[src/rtl/beep_pkg.sv]
// Shared types and constants for the beep arbiter: FSM states, field widths
// and the tone half-period table (C4..B4 at a 50 MHz system clock).
package beep_pkg;
  localparam int N_REQ  = 3;
  localparam int TONE_W = 3;
  localparam int DUR_W  = 8;
  localparam int HP_W   = 17;
  localparam int IDX_W  = 2;

  typedef enum logic [1:0] {IDLE, PLAY, GAP} state_e;

  function automatic logic [HP_W-1:0] half_period(input logic [TONE_W-1:0] tone);
    case (tone)
      3'd1:    return 17'd95420;
      3'd2:    return 17'd85034;
      3'd3:    return 17'd75758;
      3'd4:    return 17'd71633;
      3'd5:    return 17'd63776;
      3'd6:    return 17'd56818;
      3'd7:    return 17'd50607;
      default: return 17'd0;
    endcase
  endfunction
endpackage

[src/rtl/beep_arbiter_tone_gen.sv]
// Square-wave generator: toggles its output every half_i enabled cycles.
// A synchronous clear restarts the wave low with the counter at zero.
module tone_gen
  import beep_pkg::*;
(
  input  logic            sys_clk_i,
  input  logic            ext_rst_n,
  input  logic            en_i,
  input  logic            clr_i,
  input  logic [HP_W-1:0] half_i,
  output logic            tone_o
);
  logic [HP_W-1:0] cnt_q;
  logic            tone_q;

  always_ff @(posedge sys_clk_i or negedge ext_rst_n) begin
    if (!ext_rst_n) begin
      cnt_q  <= '0;
      tone_q <= 1'b0;
    end else if (clr_i) begin
      cnt_q  <= '0;
      tone_q <= 1'b0;
    end else if (en_i) begin
      if ({1'b0, cnt_q} + 1'b1 >= {1'b0, half_i}) begin
        cnt_q  <= '0;
        tone_q <= ~tone_q;
      end else begin
        cnt_q  <= cnt_q + 1'b1;
      end
    end
  end

  assign tone_o = tone_q;
endmodule

[src/rtl/beep_arbiter.sv]
// Fixed-priority arbiter for a single buzzer: grants one requester, plays its
// tone for dur ms, pulses done, then enforces a silent gap before re-arbitrating.
module beep_arbiter
  import beep_pkg::*;
#(
  parameter int              MS_DIV = 50000,
  parameter int              GAP_MS = 5,
  parameter logic [HP_W-1:0] HP_OVR = '0   // nonzero replaces the table for every tone
) (
  input  logic                    sys_clk_i,
  input  logic                    ext_rst_n,
  input  logic [N_REQ-1:0]        req_i,
  input  logic [N_REQ*TONE_W-1:0] tone_i,
  input  logic [N_REQ*DUR_W-1:0]  dur_i,
  input  logic                    stop_i,
  output logic [N_REQ-1:0]        ack_o,
  output logic [N_REQ-1:0]        done_o,
  output logic                    busy_o,
  output logic                    beep
);
  localparam int PW = (MS_DIV > 1) ? $clog2(MS_DIV) : 1;

  state_e            state_q, state_d;
  logic [IDX_W-1:0]  idx_q, idx_d, gnt_idx;
  logic [TONE_W-1:0] tone_q, tone_d;
  logic [DUR_W-1:0]  dur_q, dur_d, cnt_q, cnt_d, cnt_inc;
  logic [PW-1:0]     ms_q, ms_d;
  logic [N_REQ-1:0]  ack_q, ack_d, done_q, done_d;
  logic              tick, play_end, gap_end;

  always_comb begin
    gnt_idx = '0;
    for (int k = N_REQ-1; k >= 0; k--)
      if (req_i[k]) gnt_idx = IDX_W'(k);
  end

  assign tick     = (ms_q == PW'(MS_DIV-1));
  assign cnt_inc  = (cnt_q == '1) ? cnt_q : cnt_q + 1'b1;
  // dur==0 exits on the very first PLAY cycle; stop and expiry share one exit
  assign play_end = stop_i || (dur_q == '0) || (tick && cnt_inc == dur_q);
  assign gap_end  = tick && (cnt_inc == DUR_W'(GAP_MS));

  always_comb begin
    state_d = state_q;
    idx_d   = idx_q;
    tone_d  = tone_q;
    dur_d   = dur_q;
    ack_d   = '0;
    done_d  = '0;
    ms_d    = tick ? '0 : ms_q + 1'b1;
    cnt_d   = tick ? cnt_inc : cnt_q;
    case (state_q)
      IDLE: begin
        ms_d  = '0;
        cnt_d = '0;
        if (|req_i) begin
          state_d        = PLAY;
          idx_d          = gnt_idx;
          tone_d         = tone_i[TONE_W*gnt_idx +: TONE_W];
          dur_d          = dur_i[DUR_W*gnt_idx +: DUR_W];
          ack_d[gnt_idx] = 1'b1;
        end
      end
      PLAY: begin
        if (play_end) begin
          state_d      = GAP;
          done_d[idx_q] = 1'b1;
          ms_d         = '0;
          cnt_d        = '0;
        end
      end
      GAP: begin
        if (gap_end) state_d = IDLE;
      end
      default: state_d = IDLE;
    endcase
  end

  always_ff @(posedge sys_clk_i or negedge ext_rst_n) begin
    if (!ext_rst_n) begin
      state_q <= IDLE;
      idx_q   <= '0;
      tone_q  <= '0;
      dur_q   <= '0;
      ms_q    <= '0;
      cnt_q   <= '0;
      ack_q   <= '0;
      done_q  <= '0;
    end else begin
      state_q <= state_d;
      idx_q   <= idx_d;
      tone_q  <= tone_d;
      dur_q   <= dur_d;
      ms_q    <= ms_d;
      cnt_q   <= cnt_d;
      ack_q   <= ack_d;
      done_q  <= done_d;
    end
  end

  logic            tg_en, tg_clr;
  logic [HP_W-1:0] tg_half;

  // clearing on the exit edge forces beep low in the same cycle done rises
  assign tg_en   = (state_q == PLAY) && (tone_q != '0);
  assign tg_clr  = (state_q != PLAY) || (state_d != PLAY);
  assign tg_half = (HP_OVR != '0) ? HP_OVR : half_period(tone_q);

  tone_gen u_tone_gen (
    .sys_clk_i (sys_clk_i),
    .ext_rst_n (ext_rst_n),
    .en_i      (tg_en),
    .clr_i     (tg_clr),
    .half_i    (tg_half),
    .tone_o    (beep)
  );

  assign ack_o  = ack_q;
  assign done_o = done_q;
  assign busy_o = (state_q != IDLE);
endmodule

[config.mk]
export PLATFORM = sky130hd
export DESIGN_NAME = beep_arbiter
export DESIGN_NICKNAME = d
export VERILOG_FILES = /design/src/rtl/beep_pkg.sv /design/src/rtl/beep_arbiter_tone_gen.sv /design/src/rtl/beep_arbiter.sv
export SDC_FILE = /design/constraint.sdc
export NUM_CORES = 1
export LEC_CHECK = 0
export BUFFER_PORTS_ARGS = -buffer_cell sky130_fd_sc_hd__buf_2
export CORE_UTILIZATION = 50
export DETAILED_ROUTE_END_ITERATION = 10
export PLACE_DENSITY = 0.7
export SYNTH_ARGS = -nofsm -noshare
export SYNTH_HDL_FRONTEND = slang
export SYNTH_SLANG_ARGS = --single-unit
[constraint.sdc]
create_clock -name sys_clk_i -period 7.5 [get_ports sys_clk_i]
set_input_delay 1.5 -clock sys_clk_i [delete_from_list [all_inputs] [get_ports sys_clk_i]]
set_output_delay 1.5 -clock sys_clk_i [all_outputs]
set_load 0.01 [all_outputs]
## Word level (Yosys, flattened, before mapping)

Index checks and enable logic that the tools add are counted.
W data, S select, Z words.

- Input bits: 39
- Flip-flop bits (word level): 63
- Word-level logic and storage cells: 84

- Multiplexer cells: 29
- Eq/ne operators: 15
- Add/sub/neg operators: 4
- Shifts and indexed selects: 2
- Bitwise gates (word level): 1
- Reductions and logical operators: 17
- Multipliers: 1
- Magnitude comparators: 5

Operators by type and width:

| kind | number |
|---|---|
| $pmux W17 S7 | 1 |
| $mux W17 | 3 |
| $mux W16 | 2 |
| $pmux W16 S2 | 1 |
| $mux W8 | 3 |
| $shiftx A24 B6 Y8 | 1 |
| $add A17 B1 Y18 const B | 1 |
| $ge A18 B17 Y1 | 1 |
| $add A17 B1 Y17 const B | 1 |
| $add A16 B1 Y16 const B | 1 |
| $eq A16 B16 Y1 const B | 1 |
| $pmux W8 S2 | 1 |
| $eq A3 B3 Y1 const B | 4 |
| $mux W2 | 6 |
| $mux W3 | 4 |
| $shiftx A9 B5 Y3 | 1 |
| $add A8 B1 Y8 const B | 1 |
| $eq A8 B3 Y1 const B | 1 |
| $eq A8 B8 Y1 | 1 |
| $eq A8 B8 Y1 const B | 1 |
| $logic_not A8 Y1 | 1 |
| $eq A3 B2 Y1 const B | 2 |
| $lt A2 B3 Y1 const B | 2 |
| $pmux W2 S3 | 1 |
| 16 further kinds | 32 |

## Logic depth before layout (Yosys ltp)

- Word-level depth: 11
- Depth in mapped cells: 16
- Mapped depth without buffers: 14

## By module

From an unflattened synthesis, not the netlist that was laid out.

- Cell total of the unflattened synthesis: 527
- Area total of the unflattened synthesis: 4450.5 um2

Modules (own cells, without submodules):

| module | cells an instance | area each (um2) | instances |
|---|---|---|---|
| beep_arbiter | 344 | 2900.3 | 1 |
| tone_gen | 183 | 1550.2 | 1 |

## Worst setup path before layout

Ideal clock, no wire load.

- Kind: flip-flop to flip-flop
- Start point: register u_tone_gen.cnt_q[0]
- End point: register u_tone_gen.cnt_q[15]
- Setup slack: 4.129 ns
- Arrival time: 3.296 ns
- Cell stages (with the launch flop): 17
- Cells stage by stage: dfrtp_1 ha_1 inv_1 nor2_1 and4_1 clkbuf_1 nand3_1 xnor2_1 ha_1 nand4_1 o41ai_1 a221oi_1 o311ai_1 nor2_1 clkbuf_1 a22oi_1 nor2_1

- Longest elaborated chain between the ends: 5
- Elaborated cells on any way between the ends: 6
- Those cells by class: 2 x add/sub; 1 x order compare; 3 x mux

RTL lines:

| element | line | source |
|---|---|---|
| from (decl) | beep_arbiter_tone_gen.sv:13 | `logic [HP_W-1:0] cnt_q;` |
| from (signal assigned) | beep_arbiter_tone_gen.sv:28 | `cnt_q <= cnt_q + 1'b1;` |
| $add A17 B1 Y18 | beep_arbiter_tone_gen.sv:24 | `if ({1'b0, cnt_q} + 1'b1 >= {1'b0, half_i}) begin` |
| $ge A18 B17 Y1 | beep_arbiter_tone_gen.sv:24 |  |
| $mux W17 (*) | beep_arbiter_tone_gen.sv:24 |  |
| $mux W17 (*) | beep_arbiter_tone_gen.sv:23 | `end else if (en_i) begin` |
| $mux W17 (*) | beep_arbiter_tone_gen.sv:20 | `end else if (clr_i) begin` |

Every way passes the cells marked *; elsewhere a longest branch is shown, timed or not. The select of a mux whose other input is x is not followed.
A chain may end at the register's enable or synchronous reset.

## Worst setup path in the final report

- Start point: register u_tone_gen.cnt_q[0]
- End point: register u_tone_gen.cnt_q[5]

Same word-level chain as after synthesis.

==> impl_metrics.yaml <==
power_and_ir_drop:
  p_sw_w: 0.000163
  sw_frac_of_total_pct: 24.2
  share_comb_of_total_power_pct: 4.9
  power.internal_w: 0.000510
  p_leak_nw: 2.06
  clockPowerShare_pct: 44.6
  peakVddDrop_mv: 0.0975
  total_power_w: 0.000672
  p_per_area_mw_per_mm2: 146
  pwr-share-seq_pct: 50.5
routing:
  post_drt_wl_per_cell_um: 15.0
  drtIter0Drc: 223
  vias: 3639
  drtAntennaViolNets: 0
  drc: 0
  drt_first_pass_iters: 4
  vias_per_cell: 5.84
  wl_um: 9320
global_route:
  antenna_found_initial: 0
  gr-usage-all-layers_pct: 22.8
  grt_pass1_wl_um: 15700
  grt_pass1_vias: 3300
  grt-ovfl-total: 0
  grt_max_degree: 64
timing:
  worstMarginPinSlew_ns: 1.13
  finalCritPeriodShare_pct: 58.7
  max-slew-margin-rel_pct: 24.4
  rsz0062_at_grt: "false"
  fmax_mhz: 227
  tns_ns: 0
  setup-violations-final: 0
  drv_slew: 0
  hold_viol_final: 0
  period_needed_ns: 4.41
  fin_worst_skew_ns: 0.00912
setup_path:
  r2r_slack_ns: 3.09
  crit_required_ns: 7.75
  worst_setup_path_end_kind: "register"
  arrival_ns: 4.66
  reg2reg_from: "u_tone_gen.cnt_q[0]$_DFFE_PN0P_"
  reg2reg_depth: 14
  cp_max_fo: 15
  r2r_end: "u_tone_gen.cnt_q[5]$_DFFE_PN0P_"
  crit_path_start_kind: "register"
  critPathKind: "reg -> reg"
logic_synthesis:
  synth_cell_type_count: 55
  synth.largest_area_cell: "dfrtp_1"
  synth_edf_count: 0
  ys_seq_elements: 63
  syn_nets: 539
  ys.flop_type: "dfrtp_1"
  yosysSeqAreaShare_pct: 38.3
  yosysTopAreaCellShare_pct: 38.3
  syn_area_per_cell_um2: 8.58
  yosysWarnings: 0
  syn_inst: 480
  synth_area_mm2: 0.00412
  ys_async_sr_fraction_pct: 100
  synth_area_leaders: "dfrtp_1 38%, nor2_1 6.2%, ha_1 6.1%"
place:
  dp_hpwl_um: 6810
  numPortBuffers: 46
  placed_area_mm2: 0.00440
  place_congestion: 0.867
cts:
  hold_buffers: 0
  clk_latency_ns: 0.34
  root_buffer: "clkbuf_8"
  htreeDepth: 3
  numCtsBuffers: 9
  cts_setup_buffers: 0
  cts-resized-gates: 0
  cts_num_sinks: 63
  cts_max_path_buffers: 2
  clkSlewWorstSetupHoldPaths_ns: 0.08
  cts_tree: "built"
run_status:
  status: "completed"
floorplanning:
  die_w_um: 92.7
  die-area_mm2: 0.00860
  rows: 32
  start_util_pct: 52.5
  boundaryPins: 47
  die_h_um: 92.7
  placeableCoreArea_mm2: 0.00785
min_path:
  min_to: "ms_q[0]$_DFF_PN0_"
  min_delay_path_depth: 1
  min_path_type: "reg -> reg"
  worstHoldStart: "ms_q[0]$_DFF_PN0_"
final_layout:
  synthToLayoutAreaGrowth_pct: 11.9
  final_cell_mix: "68 x nor2_1, 63 x dfrtp_1, 46 x buf_2, 41 x nand2_1, 35 x a21oi_1"
  num_antenna_cells: 0
  fillCellCount: 710
  layout_commonest_cell: "nor2_1"
  nets: 575
  final_area_mm2: 0.00461
  drive_above_1_share_pct: 15.0
flow_run:
  cap_violations: 0
-- cell usage after synthesis (2+ instances only) --
cell type	instances
dfrtp_1	63
buf_2	4
nor2_1	68
o2111ai_1	2
nand3b_1	5
o21ai_0	25
nor3_1	9
nand2b_1	2
a21oi_2	2
or2_2	4
o311ai_1	2
nand4_1	9
nor3b_1	3
a211oi_1	2
or3_1	2
xor2_1	18
a21o_1	3
a31oi_1	3
clkbuf_1	19
inv_1	13
nand3_1	18
ha_1	20
mux2i_1	2
xnor2_1	19
and3_1	8
a21oi_1	35
nor2b_1	18
a221oi_1	12
and2_1	5
a211o_1	4
a22oi_1	11
nand2_1	41
and4_1	4
nor4_1	4
-- critical path, stage by stage (launching register included) --
cell      delay (ns)
dfrtp_1         0.46
ha_1            0.24
inv_1           0.05
nor2_1          0.31
and4_1          0.39
nand3_1         0.12
xnor2_1         0.25
ha_1            0.30
nand4_1         0.12
o41ai_1         0.10
a221oi_1        0.36
o311ai_1        0.33
nor2_1          0.94
nand3b_1        0.17
a21oi_1         0.16
-- cell families after synthesis --
group	share of synthesized area (%)
AO/OA/AOI/OAI	17.4
AND/OR/NAND/NOR	26.3
buffers and inverters	3.59
XOR/XNOR	7.87
flip-flops	38.3
multiplexers	0.486
adder cells (fa/ha/maj)	6.08
-- layout make-up --
type / count / area [µm²] / share of cell area (%)
clock buffer: 9 / 124 / 2.69
inverter: 13 / 48.8 / 1.06
timing repair buffer: 49 / 253 / 5.49
clock inverter: 7 / 80.1 / 1.74
tap: 102 / 128 / 2.77
multi-input combinational: 380 / 2400 / 52.0
sequential: 63 / 1580 / 34.2
-- worst max path at each step --
stage,cells after the start,from,to
floorplan,16,u_tone_gen.cnt_q[0]$_DFFE_PN0P_,u_tone_gen.cnt_q[15]$_DFFE_PN0P_
global placement,12,u_tone_gen.cnt_q[7]$_DFFE_PN0P_,u_tone_gen.cnt_q[13]$_DFFE_PN0P_
detailed placement,14,u_tone_gen.cnt_q[0]$_DFFE_PN0P_,u_tone_gen.cnt_q[13]$_DFFE_PN0P_
CTS,14,u_tone_gen.cnt_q[0]$_DFFE_PN0P_,u_tone_gen.cnt_q[13]$_DFFE_PN0P_
global route,14,u_tone_gen.cnt_q[0]$_DFFE_PN0P_,u_tone_gen.cnt_q[13]$_DFFE_PN0P_
finish,14,u_tone_gen.cnt_q[0]$_DFFE_PN0P_,u_tone_gen.cnt_q[5]$_DFFE_PN0P_
-- metrics by stage --
stage	instances	utilization, %	hold WS [ns]	worst slack [ns]
floorplan	480	-	0.433	4.13
global placement	607	56.1	0.451	3.43
detailed placement	607	56.1	0.459	3.25
CTS	623	58.7	0.471	3.19
global route	623	58.7	0.487	2.80
finish	623	58.7	0.466	3.09
-- flip-flops by register name, indices dropped and copies added, names as in the netlist --
| name | count |
|---|---|
| u_tone_gen.cnt_q | 17 |
| ms_q | 16 |
| cnt_q | 8 |
| dur_q | 8 |
| ack_o | 3 |
| done_o | 3 |
| tone_q | 3 |
| idx_q | 2 |
| state_q | 2 |
| u_tone_gen.tone_o | 1 |
-- layer usage --
layer	global-route usage, %	routed length, µm	vias to the layer above
met5	0	0	-
met4	7.18	147	0
met3	4.19	476	17
met2	33.9	4130	106
met1	33.5	4560	1728
li1	-	-	1788
-- power groups by stage --
| stage | clock (W) | combinational [W] | sequential (W) |
|---|---|---|---|
| 4_1_cts | 0.000311 | 0.0000338 | 0.000339 |
| 2_1_floorplan | 0 | 0.0000131 | 0.000346 |
| 6_report | 0.000300 | 0.0000333 | 0.000339 |
| 3_5_place_dp | 0 | 0.0000337 | 0.000346 |
| 3_3_place_gp | 0 | 0.0000330 | 0.000346 |
| 5_1_grt | 0.000323 | 0.0000379 | 0.000339 |
Power figures use the tool's default switching activity.
